<file path="src/rtl/decoder24_pkg.sv">
// Shared types and helpers for the 2-to-4 decoder scan controller.
// Contents: FSM state enum, line count / select width, and the line-finder
//   functions first_line (lowest set mask bit) and next_line ({wrap, idx}).
package decoder24_pkg;

  localparam int LINE_CNT = 4;
  localparam int SEL_W    = 2;

  typedef enum logic [1:0] {
    IDLE   = 2'd0,
    SETUP  = 2'd1,
    ACTIVE = 2'd2
  } state_e;

  // Lowest-index set bit of mask; 0 when mask is empty (callers guard that case).
  function automatic logic [SEL_W-1:0] first_line(input logic [LINE_CNT-1:0] mask);
    logic [SEL_W-1:0] idx;
    idx = '0;
    for (int i = LINE_CNT - 1; i >= 0; i--) begin
      if (mask[i]) idx = SEL_W'(i);
    end
    return idx;
  endfunction

  // Lowest set bit strictly above cur; if none, wrap to the lowest set bit
  // and flag the wrap (end of sweep). Returns {wrap_flag, idx}.
  function automatic logic [SEL_W:0] next_line(input logic [LINE_CNT-1:0] mask,
                                               input logic [SEL_W-1:0]    cur);
    logic [SEL_W-1:0] above;
    logic             has_above;
    above     = '0;
    has_above = 1'b0;
    for (int i = LINE_CNT - 1; i >= 0; i--) begin
      if (mask[i] && (i > int'(cur))) begin
        above     = SEL_W'(i);
        has_above = 1'b1;
      end
    end
    return has_above ? {1'b0, above} : {1'b1, first_line(mask)};
  endfunction

endpackage

</file>
<file path="src/rtl/decoder24_next_sel.sv">
// Combinational next-line finder: next set mask bit above cur, with wrap flag.
// Ports: mask (line-enable mask), cur (current line), nxt (next line index),
//   wrap (1 when the search wrapped to the lowest set bit, i.e. sweep end).
module decoder24_next_sel
  import decoder24_pkg::*;
(
  input  logic [LINE_CNT-1:0] mask,
  input  logic [SEL_W-1:0]    cur,
  output logic [SEL_W-1:0]    nxt,
  output logic                wrap
);

  always_comb begin
    {wrap, nxt} = next_line(mask, cur);
  end

endmodule

</file>
<file path="src/rtl/decoder24_scan_ctrl.sv">
// Round-robin scan controller driving a 2-to-4 decoder (sel -> din, sel_en -> en).
// Ports: clk, rst_n (sync active-low), start/stop control, mask, dwell;
//   registered outputs sel, sel_en, busy, frame_done.
// Build option: SCAN_ONESHOT_EN makes each start run a single sweep then idle.
module decoder24_scan_ctrl
  import decoder24_pkg::*;
#(
  parameter int DWELL_W = 8
) (
  input  logic                clk,
  input  logic                rst_n,
  input  logic                start,
  input  logic                stop,
  input  logic [LINE_CNT-1:0] mask,
  input  logic [DWELL_W-1:0]  dwell,
  output logic [SEL_W-1:0]    sel,
  output logic                sel_en,
  output logic                busy,
  output logic                frame_done
);

  state_e              state_q, state_d;
  logic [SEL_W-1:0]    sel_q, sel_d;
  logic                sel_en_q, sel_en_d;
  logic                busy_q, busy_d;
  logic                frame_done_q, frame_done_d;
  logic [DWELL_W-1:0]  cnt_q, cnt_d;
  logic [DWELL_W-1:0]  dwell_q, dwell_d;
  logic [LINE_CNT-1:0] mask_q, mask_d;

  logic [SEL_W-1:0]    step_idx;
  logic                step_wrap;

  // Successor of the current line within the mask latched for this sweep.
  decoder24_next_sel u_next_sel (
    .mask (mask_q),
    .cur  (sel_q),
    .nxt  (step_idx),
    .wrap (step_wrap)
  );

  always_comb begin
    state_d      = state_q;
    sel_d        = sel_q;
    sel_en_d     = 1'b0;
    busy_d       = busy_q;
    frame_done_d = 1'b0;
    cnt_d        = cnt_q;
    dwell_d      = dwell_q;
    mask_d       = mask_q;

    if (stop) begin
      // Abort: sel is held so the decoder input does not glitch.
      state_d = IDLE;
      busy_d  = 1'b0;
    end else begin
      case (state_q)
        IDLE: begin
          if (start && (mask != '0)) begin
            state_d = SETUP;
            busy_d  = 1'b1;
            dwell_d = dwell;
            mask_d  = mask;
            sel_d   = first_line(mask);
          end
        end
        SETUP: begin
          state_d  = ACTIVE;
          sel_en_d = 1'b1;
          cnt_d    = '0;
        end
        ACTIVE: begin
          // Compare before increment so an all-ones dwell never wraps the counter.
          if (cnt_q == dwell_q) begin
            if (!step_wrap) begin
              state_d = SETUP;
              sel_d   = step_idx;
            end else begin
              // Sweep boundary: the live mask only takes effect here.
              frame_done_d = 1'b1;
              mask_d       = mask;
`ifdef SCAN_ONESHOT_EN
              state_d = IDLE;
              busy_d  = 1'b0;
`else
              if (mask == '0) begin
                state_d = IDLE;
                busy_d  = 1'b0;
              end else begin
                state_d = SETUP;
                sel_d   = first_line(mask);
              end
`endif
            end
          end else begin
            sel_en_d = 1'b1;
            cnt_d    = cnt_q + DWELL_W'(1);
          end
        end
        default: begin
          state_d = IDLE;
          busy_d  = 1'b0;
        end
      endcase
    end
  end

  always_ff @(posedge clk) begin
    if (!rst_n) begin
      state_q      <= IDLE;
      sel_q        <= '0;
      sel_en_q     <= 1'b0;
      busy_q       <= 1'b0;
      frame_done_q <= 1'b0;
      cnt_q        <= '0;
      dwell_q      <= '0;
      mask_q       <= '0;
    end else begin
      state_q      <= state_d;
      sel_q        <= sel_d;
      sel_en_q     <= sel_en_d;
      busy_q       <= busy_d;
      frame_done_q <= frame_done_d;
      cnt_q        <= cnt_d;
      dwell_q      <= dwell_d;
      mask_q       <= mask_d;
    end
  end

  assign sel        = sel_q;
  assign sel_en     = sel_en_q;
  assign busy       = busy_q;
  assign frame_done = frame_done_q;

endmodule

</file>
<file path="config.mk">
export PLATFORM = sky130hd
export DESIGN_NAME = decoder24_scan_ctrl
export DESIGN_NICKNAME = d
export VERILOG_FILES = /design/src/rtl/decoder24_pkg.sv /design/src/rtl/decoder24_next_sel.sv /design/src/rtl/decoder24_scan_ctrl.sv
export SDC_FILE = /design/constraint.sdc
export NUM_CORES = 1
export LEC_CHECK = 0
export ABC_CLOCK_PERIOD_IN_PS = 2009
export BUFFER_PORTS_ARGS = -buffer_cell sky130_fd_sc_hd__buf_2
export CORE_ASPECT_RATIO = 1.25
export CORE_MARGIN = 2
export CORE_UTILIZATION = 30
export CTS_CLUSTER_SIZE = 24
export DETAILED_ROUTE_END_ITERATION = 8
export SYNTH_ARGS = -nofsm -noshare
export SYNTH_HDL_FRONTEND = slang
export SYNTH_SLANG_ARGS = --single-unit
</file>
<file path="constraint.sdc">
create_clock -name clk -period 2.01 [get_ports clk]
set_input_delay 0.201 -clock clk [delete_from_list [all_inputs] [get_ports clk]]
set_output_delay 0.201 -clock clk [all_outputs]
set_load 0.02 [all_outputs]
</file>
==> summary.txt, run 1 <==
Status
  – Status: complete, no violations

Power
  – Leakage: 0.759 nW
  – Overall power: 1.16 mW
  – Clk pwr share: 0.377
  – Switching share of power: 0.240
  – Maximum vdd drop: 0.262 mV
  – Switching power: 278 uW
  – Pint: 881 uW
  – Power Density: about 660 mW/mm^2
  – Reg power frac: 0.472
  – Combinational Power Share: 0.151

Floorplan
  – Die ar.: between 0.005 and 0.006 mm^2
  – I/O pin total: 21
  – Initial Util: 0.310
  – # rows: 28
  – Chip Height: 82.1 um
  – Core ar.: 0.00473 mm^2
  – Die width: 66.5 um

Synthesis
  – Cells after Synth: between 150 and 200
  – Synth Area in Simple Gates: 0.281
  – EDFF count, synth: 0
  – Main synth FF type: dfxtp_1
  – Cell Area, Synth: 0.00147 mm^2
  – Adder-Cell Fraction of Synth Area: 0.0427
  – FFs w/ async S/R, synth: 0
  – XOR/XNOR share of the synthesized area: 0.0598
  – Proportion of synthesized area in mux cells: 0.0956
  – Most common cell in the synthesized netlist: dfxtp_1
  – Warnings, synthesis: 0
  – #FFs+latches synth: 26
  – Largest family of logic cells by synthesized area: simple AND/OR/NAND/NOR gates
  – Leading area contributor after synthesis: dfxtp_1
  – Synth cell count leaders: dfxtp_1, nand2_1, mux2i_1
  – Yosys top cell area share: 0.355
  – Seq/Total Area, Yosys: 0.355
  – Area contributors post-synth: dfxtp_1, mux2i_1, xor2_1
  – Netlist cell types: 39
  – Compound-Gate Fraction of Synth Area: 0.132
  – Syn_area_per_cell: 8.99 um^2
  – Syn nets: 184

Clock tree
  – Clock buffer count from CTS: 3
  – Clk root buf: clkbuf_8
  – Reg clk slew, reported paths: 0.10 ns
  – # hold bufs at CTS: 0
  – Clock tree buffer depth: 2
  – CTS HTree Levels: 1
  – CTS Sinks: 26
  – Clock Latency Late Sink: 0.27 ns
  – CTS tree: built

Finish
  – Antenna cells: 0
  – Core Util, Final: 0.370
  – Layout cells sized above 1: 0.217
  – Synth-to-Final Area Change: 19.5%
  – Fill cell count: 492
  – Post-layout nets: 211

Global routing
  – Number of global-route vias before repair: 1124
  – Largest net degree at the start of global routing: 16
  – Initial antenna violation count: 0
  – Grt total ovfl: 0
  – Global Route Usage Sum: 0.118
  – First-pass GRT wire length: 5060 um

Min path
  – HP Start: dwell[3]
  – Hold Path Class: in2reg

STA
  – Minimum clock period after layout: 1.89 ns
  – Final Hold Viols: 0
  – RSZ-0062 raised after global routing: yes
  – Final Skew: 0.00362 ns
  – Setup violators final: 0
  – Fin Setup TNS: 0 ns
  – Min Hold Slack: 0.182 ns
  – Slew Viols, Final: 0
  – Slew of the pin with the lowest slew margin: about 0.85 ns
  – Tcrit/Tclk final: 0.939
  – Max Clk Rate: 530 MHz
  – Slew Limit Headroom: 0.431

Critical path
  – Critical path launch point type: flip-flop
  – Setup CP Type: reg2reg
  – Arr. time, crit path: slightly above 2 ns
  – Crit. End Element: flip-flop
  – Worst-path maximum fanout: 6
  – CP Launch Point: cnt_q[4]
  – Worst path required time: 2.18 ns
  – Reg2reg start: cnt_q[4]

Detailed routing
  – Pre-antenna DRT Iters: 4
  – Initial drt markers: 42
  – Via/cell ratio: 4.93
  – Post-DR wirelength/cell: 12.1 um
  – Via count: roughly 1200
  – Post-DRT Antenna Nets: 0
  – Post-route DRC: 0
  – Post-Route WL: 3010 um

Placed design
  – Final Wtd Congestion: 0.742
  – Detailed Place HPWL: between 2000 and 2500 um
  – Port Buffers: 20

Flow run
  – Max Cap Viol: 0
## critical path: stages, from the launching register on
cell      delay, ns
dfxtp_1        0.36
xor2_1         0.18
nor4_4         0.41
a21boi_2       0.19
or4_1          0.51
o211a_1        0.14
## per-layer routing
metal  wire [um]  track usage  vias to the layer above
li1            -            -                      633
met1        1320        0.148                      570
met2        1530        0.206                       20
met3         108       0.0163                        4
met4          50       0.0449                        0
met5           0            0                        -
## what timing repair did
| action | in CTS | in global routing |
|---|---|---|
| resized for setup | 0 | 1 |
| setup buffers | 0 | 0 |
| endpoints found under the setup margin | 0 | 6 |
## power groups by stage
stage | clock, mW | sequential, mW | combinational (mW)
floorplan | 0 | 0.560 | 0.118
global placement | 0 | 0.559 | 0.174
detailed placement | 0 | 0.559 | 0.175
CTS | 0.448 | 0.547 | 0.176
global route | 0.470 | 0.550 | 0.195
finish | 0.437 | 0.547 | 0.175
## per-stage QoR
| step | setup WS (ns) | instance area, um^2 | std cells |
|---|---|---|---|
| after floorplan | 0.169 | 1470 | 163 |
| after global placement | 0.169 | 1680 | 245 |
| after detailed placement | 0.149 | 1680 | 245 |
| after CTS | 0.116 | 1750 | 249 |
| after global routing | -0.00575 | 1750 | 249 |
| final | 0.123 | 1750 | 249 |
## worst paths after layout
check	end	slack, ns	cells past startpoint
max	busy	0.12	5
min	dwell_q[3]	0.18	3
max reg2reg	busy	0.12	5
min reg2reg	mask_q[1]	0.48	2
## state kept, by name, summed over array words and instances (netlist names)
name	count
sel_en	1
mask_q	3
frame_done	1
state_q	2
busy	1
dwell_q	8
cnt_q	8
sel	2
## cell families (layout without fill, tap and decap cells)
logic type,count (synthesis),after routing
AND/OR/NAND/NOR,67,67
AO/OA/AOI/OAI,28,28
XOR/XNOR,10,10
multiplexers,14,14
flip-flops,26,26
buffers and inverters,13,39
adder cells (fa/ha/maj),5,5
## layout by cell type (no fill, tap or decap), types with 3 or more instances in the layout
cell type,count
a21oi_1,4
and3_1,3
buf_2,20
buf_4,8
clkbuf_8,3
dfxtp_1,25
ha_1,5
inv_1,7
mux2i_1,14
nand2_1,18
nand2b_1,3
nand3_1,3
nand4_1,3
nor2_1,9
nor2b_1,11
nor4_4,3
o21ai_0,7
or3_1,3
xor2_1,8
## area by class of cell
class | instances | area (um^2) | share of cell area
multi-input combinational | 124 | 896 | 0.512
sequential | 26 | 522 | 0.298
timing repair buffer | 28 | 160 | 0.0915
tap | 60 | 75.1 | 0.0429
clock buffer | 3 | 41.3 | 0.0236
clock inverter | 1 | 30.0 | 0.0172
inverter | 7 | 26.3 | 0.0150
Note: power is estimated with default switching activity, not from simulation.
==> run 2, diff against run 1 <==
Settings changed: CORE_UTILIZATION 30 to 56, PLACE_DENSITY from default to 0.78.
==> run 2 against run 1 <==
Compared with the run above: die area decreased by 44%; fmax decreased by 2.0%; clock-buffer cell count unchanged; final cell count decreased by 12%; flip-flop and latch count unchanged; clock skew increased by 0.0078 ns; worst setup slack got worse by 0.038 ns; wire length increased by 2.8%; cell area decreased by 5.1%; largest cell class unchanged.
==> summary.txt, run 2 (synthesis results as in run 1) <==
Critical path
  – Setup CP Type: reg2reg
  – Crit. End Element: flip-flop
  – Critical path launch point type: flip-flop
  – Worst-path maximum fanout: 10
  – Arr. time, crit path: roughly 2.1 ns
  – Worst path required time: 2.22 ns

Placed design
  – Port Buffers: 20
  – Final Wtd Congestion: ~0.89
  – Setup WS pre-CTS: 0.0777 ns
  – Detailed Place HPWL: 2380 um

Floorplan
  – Chip Height: 61.2 um
  – I/O pin total: 21
  – Die width: 49.8 um
  – Core ar.: 0.00245 mm^2
  – Initial Util: 0.597
  – Die ar.: 0.00304 mm^2
  – # rows: 20

Detailed routing
  – Pre-antenna DRT Iters: 4
  – Post-DR wirelength/cell: 14.1 um
  – Post-Route WL: 3100 um
  – Met1 WL: between 1000 and 1500 um
  – Wire length on met3: ~100 um
  – Post-DRT Antenna Nets: 0
  – Routed met2 length: 1630 um
  – Post-route DRC: 0
  – Initial drt markers: 49
  – Via/cell ratio: 5.70
  – Via count: 1248
  – Max Used Layer: met4

Finish
  – Commonest cells after routing, fill and taps aside: dfxtp_1, buf_2, nand2_1, mux2i_1, nor2b_1
  – Layout cells sized above 1: 0.210
  – Core Util, Final: 0.678
  – Most common cell after layout, fill and taps aside: dfxtp_1
  – Top Registers: cnt_q x8, dwell_q x8, mask_q x3
  – Synth-to-Final Area Change: 13.4%
  – Post-layout nets: 209
  – Sequential cell area: between 500 and 600 um^2
  – Fill cell count: 221
  – Area occupied by multi-input gates: 903 um^2
  – Antenna cells: 0

Clock tree
  – Clock buffer count from CTS: 3
  – CTS Sinks: 26
  – Reg clk slew, reported paths: roughly 0.14 ns
  – Post-CTS Setup Inserts: 0
  – CTS HTree Levels: 1
  – Clock Latency Late Sink: 0.31 ns
  – Clock tree buffer depth: 2
  – Clk root buf: clkbuf_4
  – CTS tree: built

Status
  – Status: complete, no violations

STA
  – Slew of the pin with the lowest slew margin: 0.779 ns
  – Max Clk Rate: 519 MHz
  – Minimum clock period after layout: 1.93 ns
  – Setup violators final: 0
  – Final worst slack: 0.0848 ns
  – Final Hold Viols: 0
  – Final Skew: 0.0114 ns
  – Fin Setup TNS: 0 ns
  – Slew Limit Headroom: 0.478
  – Slew Viols, Final: 0
  – Tcrit/Tclk final: 0.958
  – RSZ-0062 raised after global routing: no
  – Min Hold Slack: 0.150 ns

Global routing
  – Grt total ovfl: 0
  – Number of global-route vias before repair: 1265
  – Largest net degree at the start of global routing: 25
  – Initial antenna violation count: 0
  – Global Route Usage Sum: 0.228
  – First-pass GRT wire length: around 5300 um

Flow run
  – Max Cap Viol: 0

Power
  – Maximum vdd drop: 0.386 mV
  – Power Density: 561 mW/mm^2
  – Leakage: around 0.73 nW
  – Overall power: 931 uW

Min path
  – Hold Path Class: in2reg
## run 2: cell types whose count changed in the layout (fill, tap and decap cells not counted), sizes merged
cell / previous run / this run
buf: 28 / 26
bufinv: 1 / 0
## run 2: worst paths after layout
check / to / slack [ns] / from / cells past startpoint
hold reg to reg: mask_q[1] / 0.49 / mask_q[1] / 2
setup reg to reg: busy / 0.08 / cnt_q[1] / 5
setup / recovery: busy / 0.08 / cnt_q[1] / 5
hold / removal: dwell_q[2] / 0.15 / dwell[2] / 3
## run 2: per-stage QoR
stage	instance area, um^2	instances
3_5_place_dp	1630	216
6_report	1660	219
5_1_grt	1660	219
2_1_floorplan	1470	163
3_3_place_gp	1630	216
4_1_cts	1650	219
## run 2: area by class of cell
| cell class | count | area share |
|---|---|---|
| inverter | 7 | 0.0158 |
| sequential | 26 | 0.315 |
| multi-input combinational | 124 | 0.544 |
| clock buffer | 3 | 0.0136 |
| tap | 33 | 0.0248 |
| timing repair buffer | 26 | 0.0873 |
## run 2: routing by layer
layer  track usage  up-vias
met5             0        -
met4         0.123        0
met3        0.0243        6
met2         0.432       33
met1         0.254      587
li1              -      622
## run 2: power by group
| group | leakage [nW] | internal, mW | total, mW | switching (mW) |
|---|---|---|---|---|
| clock network | 0.0138 | 0.0699 | 0.210 | 0.141 |
| registers | 0.212 | 0.533 | 0.549 | 0.0152 |
| logic | 0.503 | 0.0776 | 0.172 | 0.0946 |
## run 2: worst max-delay path: stages, from the launching register on
cell	delay, ns
dfxtp_1	0.45
xor2_1	0.13
nor4_4	0.44
a21boi_4	0.17
or4_1	0.49
o211a_1	0.13
## run 2: what timing repair did
item                       4_1_cts  5_1_grt
resized for setup                0        3
hold buffers                     0        0
setup endpoints to repair        0        7
